==> src/rtl/uart_receiver_if.sv <==
// Read-side bundle of the UART receiver: received byte, frame status flags and the consumer acknowledge.
interface uart_receiver_if;
  logic [7:0] data_o;
  logic       read_ready_o;
  logic       parity_error_o;
  logic       framing_error_o;
  logic       overrun_o;
  logic       ack_i;

  modport master (
    output data_o,
    output read_ready_o,
    output parity_error_o,
    output framing_error_o,
    output overrun_o,
    input  ack_i
  );

  modport slave (
    input  data_o,
    input  read_ready_o,
    input  parity_error_o,
    input  framing_error_o,
    input  overrun_o,
    output ack_i
  );
endinterface

==> src/rtl/uart_receiver.sv <==
// UART receive engine: 8 data bits, optional parity, 1 or 2 stop bits, delivered on a ready/ack read side.
// Optional feature UART_RX_MAJORITY_VOTE_EN: each bit is the majority of three samples around mid-bit.
module uart_receiver #(
  parameter int unsigned CLOCK_DIVIDER_WIDTH = 16
) (
  input  logic                           clock_i,
  input  logic                           reset_i,
  input  logic [CLOCK_DIVIDER_WIDTH-1:0] clock_divider_i,
  input  logic                           two_stop_bits_i,
  input  logic                           parity_bit_i,
  input  logic                           parity_even_i,
  input  logic                           serial_i,
  output logic                           busy_o,
  uart_receiver_if.master                rd
);

  localparam int unsigned CDW       = CLOCK_DIVIDER_WIDTH;
  localparam int unsigned DATA_W    = 8;
  localparam int unsigned BIT_CNT_W = 3;

  typedef enum logic [2:0] {
    S_IDLE,
    S_START,
    S_DATA,
    S_PARITY,
    S_STOP1,
    S_STOP2,
    S_BREAK_WAIT
  } state_t;

  state_t                state_q, state_d;
  logic [1:0]            sync_q;
  logic                  line_prev_q;
  logic [CDW-1:0]        cnt_q, cnt_d;
  logic [CDW-1:0]        div_q, div_d;
  logic [BIT_CNT_W-1:0]  bit_q, bit_d;
  logic [DATA_W-1:0]     shift_q, shift_d;
  logic                  two_stop_q, two_stop_d;
  logic                  par_en_q, par_en_d;
  logic                  par_even_q, par_even_d;
  logic                  par_err_q, par_err_d;
  logic                  frm_err_q, frm_err_d;
  logic [DATA_W-1:0]     data_q, data_d;
  logic                  ready_q, ready_d;
  logic                  perr_q, perr_d;
  logic                  ferr_q, ferr_d;
  logic                  ovr_q, ovr_d;
  logic                  busy_q, busy_d;

  logic                  rx;
  logic                  bit_val;
  logic                  at_sample;
  logic                  complete;
  logic                  frame_ferr;
  logic                  parity_exp;
  logic [CDW-1:0]        sample_tgt;

  assign rx = sync_q[1];

`ifdef UART_RX_MAJORITY_VOTE_EN
  logic [1:0] vote_q, vote_d;

  // Decision moves to mid+1 so mid-1 and mid can be captured beforehand.
  always_comb begin
    sample_tgt = (state_q == S_START) ? (div_q >> 1) + CDW'(1) : div_q - CDW'(1);
    at_sample  = (cnt_q == sample_tgt);
    vote_d     = vote_q;
    if (cnt_q == sample_tgt - CDW'(2)) vote_d[0] = rx;
    if (cnt_q == sample_tgt - CDW'(1)) vote_d[1] = rx;
    bit_val    = (vote_q[0] & vote_q[1]) | (vote_q[0] & rx) | (vote_q[1] & rx);
  end

  always_ff @(posedge clock_i) begin
    if (reset_i) vote_q <= 2'b11;
    else         vote_q <= vote_d;
  end
`else
  // Single sample at mid-bit.
  always_comb begin
    sample_tgt = (state_q == S_START) ? (div_q >> 1) : div_q - CDW'(1);
    at_sample  = (cnt_q == sample_tgt);
    bit_val    = rx;
  end
`endif

  assign parity_exp = par_even_q ? (^shift_q) : ~(^shift_q);

  // Next-state, datapath and output update.
  always_comb begin
    state_d    = state_q;
    cnt_d      = cnt_q;
    bit_d      = bit_q;
    shift_d    = shift_q;
    div_d      = div_q;
    two_stop_d = two_stop_q;
    par_en_d   = par_en_q;
    par_even_d = par_even_q;
    par_err_d  = par_err_q;
    frm_err_d  = frm_err_q;
    data_d     = data_q;
    ready_d    = ready_q;
    perr_d     = perr_q;
    ferr_d     = ferr_q;
    ovr_d      = ovr_q;
    complete   = 1'b0;
    frame_ferr = frm_err_q;

    if (rd.ack_i && ready_q) begin
      ready_d = 1'b0;
      ovr_d   = 1'b0;
    end

    if (state_q != S_IDLE && state_q != S_BREAK_WAIT) cnt_d = cnt_q + CDW'(1);

    unique case (state_q)
      S_IDLE: begin
        if (line_prev_q && !rx) begin
          state_d    = S_START;
          cnt_d      = '0;
          bit_d      = '0;
          div_d      = clock_divider_i;
          two_stop_d = two_stop_bits_i;
          par_en_d   = parity_bit_i;
          par_even_d = parity_even_i;
          par_err_d  = 1'b0;
          frm_err_d  = 1'b0;
        end
      end
      S_START: begin
        if (at_sample) begin
          cnt_d   = '0;
          state_d = bit_val ? S_IDLE : S_DATA;
        end
      end
      S_DATA: begin
        if (at_sample) begin
          cnt_d   = '0;
          shift_d = {bit_val, shift_q[DATA_W-1:1]};
          bit_d   = bit_q + BIT_CNT_W'(1);
          if (bit_q == BIT_CNT_W'(DATA_W - 1)) state_d = par_en_q ? S_PARITY : S_STOP1;
        end
      end
      S_PARITY: begin
        if (at_sample) begin
          cnt_d     = '0;
          par_err_d = (bit_val != parity_exp);
          state_d   = S_STOP1;
        end
      end
      S_STOP1: begin
        if (at_sample) begin
          cnt_d      = '0;
          frame_ferr = frm_err_q | ~bit_val;
          frm_err_d  = frame_ferr;
          if (two_stop_q) state_d = S_STOP2;
          else            complete = 1'b1;
        end
      end
      S_STOP2: begin
        if (at_sample) begin
          cnt_d      = '0;
          frame_ferr = frm_err_q | ~bit_val;
          frm_err_d  = frame_ferr;
          complete   = 1'b1;
        end
      end
      S_BREAK_WAIT: begin
        if (rx) state_d = S_IDLE;
      end
      default: state_d = S_IDLE;
    endcase

    // A new frame overrides a same-cycle ack; overrun only if the old byte was never taken.
    if (complete) begin
      data_d  = shift_q;
      perr_d  = par_err_q;
      ferr_d  = frame_ferr;
      ready_d = 1'b1;
      ovr_d   = ready_q & ~rd.ack_i;
      state_d = (frame_ferr && shift_q == '0) ? S_BREAK_WAIT : S_IDLE;
    end

    busy_d = (state_d != S_IDLE);
  end

  always_ff @(posedge clock_i) begin
    if (reset_i) begin
      state_q     <= S_IDLE;
      sync_q      <= 2'b11;
      line_prev_q <= 1'b1;
      cnt_q       <= '0;
      div_q       <= '0;
      bit_q       <= '0;
      shift_q     <= '0;
      two_stop_q  <= 1'b0;
      par_en_q    <= 1'b0;
      par_even_q  <= 1'b0;
      par_err_q   <= 1'b0;
      frm_err_q   <= 1'b0;
      data_q      <= '0;
      ready_q     <= 1'b0;
      perr_q      <= 1'b0;
      ferr_q      <= 1'b0;
      ovr_q       <= 1'b0;
      busy_q      <= 1'b0;
    end else begin
      state_q     <= state_d;
      sync_q      <= {sync_q[0], serial_i};
      line_prev_q <= rx;
      cnt_q       <= cnt_d;
      div_q       <= div_d;
      bit_q       <= bit_d;
      shift_q     <= shift_d;
      two_stop_q  <= two_stop_d;
      par_en_q    <= par_en_d;
      par_even_q  <= par_even_d;
      par_err_q   <= par_err_d;
      frm_err_q   <= frm_err_d;
      data_q      <= data_d;
      ready_q     <= ready_d;
      perr_q      <= perr_d;
      ferr_q      <= ferr_d;
      ovr_q       <= ovr_d;
      busy_q      <= busy_d;
    end
  end

  assign rd.data_o          = data_q;
  assign rd.read_ready_o    = ready_q;
  assign rd.parity_error_o  = perr_q;
  assign rd.framing_error_o = ferr_q;
  assign rd.overrun_o       = ovr_q;
  assign busy_o             = busy_q;

endmodule

==> src/flat_wrapper.sv <==
// flat-port wrapper written by rule: the top's interface ports become plain ports
module uart_receiver_flat 
#(
  parameter int unsigned CLOCK_DIVIDER_WIDTH = 16
)
  (clock_i, reset_i, clock_divider_i, two_stop_bits_i, parity_bit_i, parity_even_i, serial_i, busy_o, rd_data_o, rd_read_ready_o, rd_parity_error_o, rd_framing_error_o, rd_overrun_o, rd_ack_i);
  uart_receiver_if rd_i ();
  input  logic clock_i;
  input  logic reset_i;
  input  logic [CLOCK_DIVIDER_WIDTH-1:0] clock_divider_i;
  input  logic two_stop_bits_i;
  input  logic parity_bit_i;
  input  logic parity_even_i;
  input  logic serial_i;
  output logic busy_o;
  output wire logic [$bits(rd_i.data_o)-1:0] rd_data_o;
  output wire logic [$bits(rd_i.read_ready_o)-1:0] rd_read_ready_o;
  output wire logic [$bits(rd_i.parity_error_o)-1:0] rd_parity_error_o;
  output wire logic [$bits(rd_i.framing_error_o)-1:0] rd_framing_error_o;
  output wire logic [$bits(rd_i.overrun_o)-1:0] rd_overrun_o;
  input wire logic [$bits(rd_i.ack_i)-1:0] rd_ack_i;
  assign rd_data_o = rd_i.data_o;
  assign rd_read_ready_o = rd_i.read_ready_o;
  assign rd_parity_error_o = rd_i.parity_error_o;
  assign rd_framing_error_o = rd_i.framing_error_o;
  assign rd_overrun_o = rd_i.overrun_o;
  assign rd_i.ack_i = rd_ack_i;
  uart_receiver #(.CLOCK_DIVIDER_WIDTH(CLOCK_DIVIDER_WIDTH)) u_core (.clock_i(clock_i), .reset_i(reset_i), .clock_divider_i(clock_divider_i), .two_stop_bits_i(two_stop_bits_i), .parity_bit_i(parity_bit_i), .parity_even_i(parity_even_i), .serial_i(serial_i), .busy_o(busy_o), .rd(rd_i));
endmodule
==> config.mk <==
export PLATFORM = sky130hd
export DESIGN_NAME = uart_receiver_flat
export DESIGN_NICKNAME = d
export VERILOG_FILES = /design/src/rtl/uart_receiver_if.sv /design/src/rtl/uart_receiver.sv /design/src/flat_wrapper.sv
export SDC_FILE = /design/constraint.sdc
export NUM_CORES = 1
export LEC_CHECK = 0
export ABC_AREA = 0
export CAP_MARGIN = 20
export CORE_ASPECT_RATIO = 0.9
export CORE_MARGIN = 2
export CORE_UTILIZATION = 55
export DETAILED_ROUTE_END_ITERATION = 6
export PLACE_DENSITY = 0.81
export RECOVER_POWER = 50
export SYNTH_ARGS = -nofsm -noshare
export SYNTH_HDL_FRONTEND = slang
export SYNTH_SLANG_ARGS = --single-unit
==> constraint.sdc <==
create_clock -name clock_i -period 3.6 [get_ports clock_i]
set_input_delay 0.36 -clock clock_i [delete_from_list [all_inputs] [get_ports clock_i]]
set_output_delay 0.36 -clock clock_i [all_outputs]
set_load 0.01 [all_outputs]
==> impl_metrics.tcl <==
set metrics [dict create \
    hold_viol_final 0 \
    synth_commonest_cells "nand2_1 (71), dfxtp_1 (67), a21oi_1 (59)" \
    path_delay_family "simple AND/OR/NAND/NOR gates" \
    pre_cts_ws_ps 277 \
    power.leakage_nw 1.66 \
    critPathMaxFanout 28 \
    syn_inst 498 \
    synth-edff-count 0 \
    ys.flop_type "dfxtp_1" \
    antenna_found_initial 0 \
    cp.arrival_ps 3570 \
    ant_nets 0 \
    ys_seq_area_frac 0.350 \
    grt_pass1_vias 3339 \
    clkSinkCount 67 \
    wirelength_microns 9560 \
    fmax_mhz 303 \
    initial_core_util 0.576 \
    clk_latency_ps 350 \
    fin_crit_ps 3300 \
    final_max_slew_viol_count 52 \
    power_per_cell_area_nw_per_um2 396 \
    crit_path_start_kind "flop" \
    ir_drop_v 0.000305 \
    synth_top_area_share 0.350 \
    postCtsSetupBuffers 0 \
    critPathCaptureType "flop" \
    cp_slowest_cell "or3b_1" \
    slew_headroom -0.361 \
    cts-buffers-inserted 9 \
    cts_tree "yes" \
    drt-vias-per-instance 5.85 \
    total_power_mw 1.77 \
    setup_tns_ps 0 \
    clk_path_buf_depth 2 \
    synth_cell_type_count 63 \
    vias 3570 \
    ios 36 \
    grt_pass1_wl_microns 15900 \
    cp.required_ps 3870 \
    io_buffers 35 \
    hp-class "flop to flop" \
    dieHeight_microns 83.2 \
    dr.pass1.iters 5 \
    syn_nets 529 \
    worstSetupPathType "flop to flop" \
    crit_buf_inv 2 \
    violations "capacitance limit, slew limit" \
    drt-initial-drc-count 303 \
    status "finished, violations left" \
    row_count 28 \
    synth_top_area_cell "dfxtp_1" \
    area_growth_pct 17.1 \
    async_flop_share 0 \
    ys_ff_latch 67 \
    final_layout_size_suffix_gt1_frac 0.0942 \
    finalCritPeriodShare 0.916 \
    grt_max_degree 52 \
    cpMostUsedCell "nor4_4" \
    clkTransAtPathRegs_ps 80 \
    core_area_sq_um 6660 \
    gr-total-overflow 0 \
    syn_avg_cell_area_sq_um 7.69 \
    cap_violations 1 \
    n_antenna_cell 0 \
    die_width_microns 92.0 \
    drc 0 \
    finalClockSkew_ps 9.89 \
    gr-usage-all-layers 0.258 \
    yosys-top-cells-area "dfxtp_1 (35%), a21oi_1 (7.7%), nand2_1 (7.0%)" \
    hold_ws_ps 405 \
    yosysWarnings 0 \
    synth_area_sq_um 3830 \
    tightest_slew_ps 2040 \
    worst_slack_ps 302 \
    dp_hpwl_microns 6880 \
    final_util 0.674 \
    wl_per_cell_microns 15.7 \
    setup_viol 0 \
    dieArea_sq_um 7650 \
    grt_setup_unrepaired "false" \
    yosys.cell_count.top_type "nand2_1" \
    worst_path_largest_cell_delay_ps 500 \
    gp_congestion 1.05 \
    fin_nets 546 \
    cts_root_buf "clkbuf_8" \
    h-tree-depth 3 \
    regToRegSetupSlack_ps 300 \
    crit_chain "inv_1, ha_1, or3b_1, nor4_4, xnor2_1, a221oi_2, o2111ai_1, nor4_4, buf_12, and2_1, mux2_2, nor2_1" \
]
[worst paths after layout]
kind,cells after the start,to,startpoint
worst max-delay path,12,u_core.bit_q[0]$_SDFFE_PP0P_,u_core.div_q[1]$_SDFFE_PP0P_
worst min-delay path,1,u_core.sync_q[1]$_SDFF_PP1_,u_core.sync_q[0]$_SDFF_PP1_
worst max register to register,12,u_core.bit_q[0]$_SDFFE_PP0P_,u_core.div_q[1]$_SDFFE_PP0P_
worst min register to register,1,u_core.sync_q[1]$_SDFF_PP1_,u_core.sync_q[0]$_SDFF_PP1_
[what timing repair did]
action / CTS / global route
endpoints found under the setup margin: 0 / 3
hold endpoints to repair: 0 / 0
hold buffers: 0 / 0
resized for setup: 0 / 1
[flip-flops by register name, summed over array words and instances (netlist names), 2 cells and up]
name              flops
u_core.div_q         16
u_core.rd.data_o      8
u_core.cnt_q         16
u_core.state_q        3
u_core.sync_q         2
u_core.shift_q        8
u_core.bit_q          3
[where the power goes]
part	internal, mW	switching, mW
registers	0.751	0.0196
logic	0.114	0.122
clock network	0.466	0.301
[through the flow]
stage | instance area, sq um | cells
after floorplan | 3830 | 498
after global placement | 4250 | 594
after detailed placement | 4250 | 594
after CTS | 4490 | 610
after global routing | 4490 | 610
final | 4490 | 610
[routing by layer]
layer / up-vias / wire [microns] / global-route usage
li1: 1754 / - / -
met1: 1642 / 4240 / 0.352
met2: 150 / 4320 / 0.388
met3: 24 / 739 / 0.0789
met4: 0 / 266 / 0.0923
met5: - / 0 / 0
[worst reg2reg max path, stage by stage (launching register included)]
cell	delay, ps
dfxtp_1	370
inv_1	80
ha_1	210
or3b_1	500
nor4_4	230
xnor2_1	130
a221oi_2	230
o2111ai_1	200
nor4_4	380
buf_12	210
and2_1	250
mux2_2	350
nor2_1	70
[kinds of logic (layout without fill, tap and decap cells)]
kind of cell	count (synthesis)	count (layout)	synth area share
adder cells (fa/ha/maj)	8	8	0.0261
flip-flops	67	67	0.350
multiplexers	4	4	0.0111
AND/OR/NAND/NOR	208	208	0.275
XOR/XNOR	43	43	0.0983
buffers and inverters	60	82	0.0650
AO/OA/AOI/OAI	108	108	0.174
[cell type report]
class | instances | area [sq um]
multi-input cells | 371 | 2250
fillers | 588 | 2170
flip-flops and latches | 67 | 1340
repair buffers | 50 | 472
clock buffers | 9 | 124
clock inverters | 7 | 121
well taps | 90 | 113
inverters | 16 | 60.1
[placed cells by master, fill, tap and decap left out, drive strengths merged, types with 3 or more instances in the layout]
| master | n |
|---|---|
| nand2 | 71 |
| nand3b | 3 |
| nor4 | 7 |
| and3 | 5 |
| o2111ai | 3 |
| a21oi | 59 |
| nand4 | 10 |
| buf | 12 |
| clkbuf | 13 |
| or3 | 4 |
| nor2b | 5 |
| xor2 | 20 |
| o21ai | 13 |
| dlygate4sd3 | 13 |
| or4 | 4 |
| dfxtp | 67 |
| clkdlybuf4s50 | 21 |
| nand2b | 7 |
| xnor2 | 23 |
| or2 | 6 |
| a31oi | 3 |
| ha | 8 |
| inv | 19 |
| bufinv | 3 |
| nand3 | 21 |
| nor2 | 48 |
| a211oi | 3 |
| nor3b | 3 |
| nor3 | 9 |
| a32oi | 3 |
| o211ai | 3 |
Note: power is estimated with default switching activity, not from simulation.
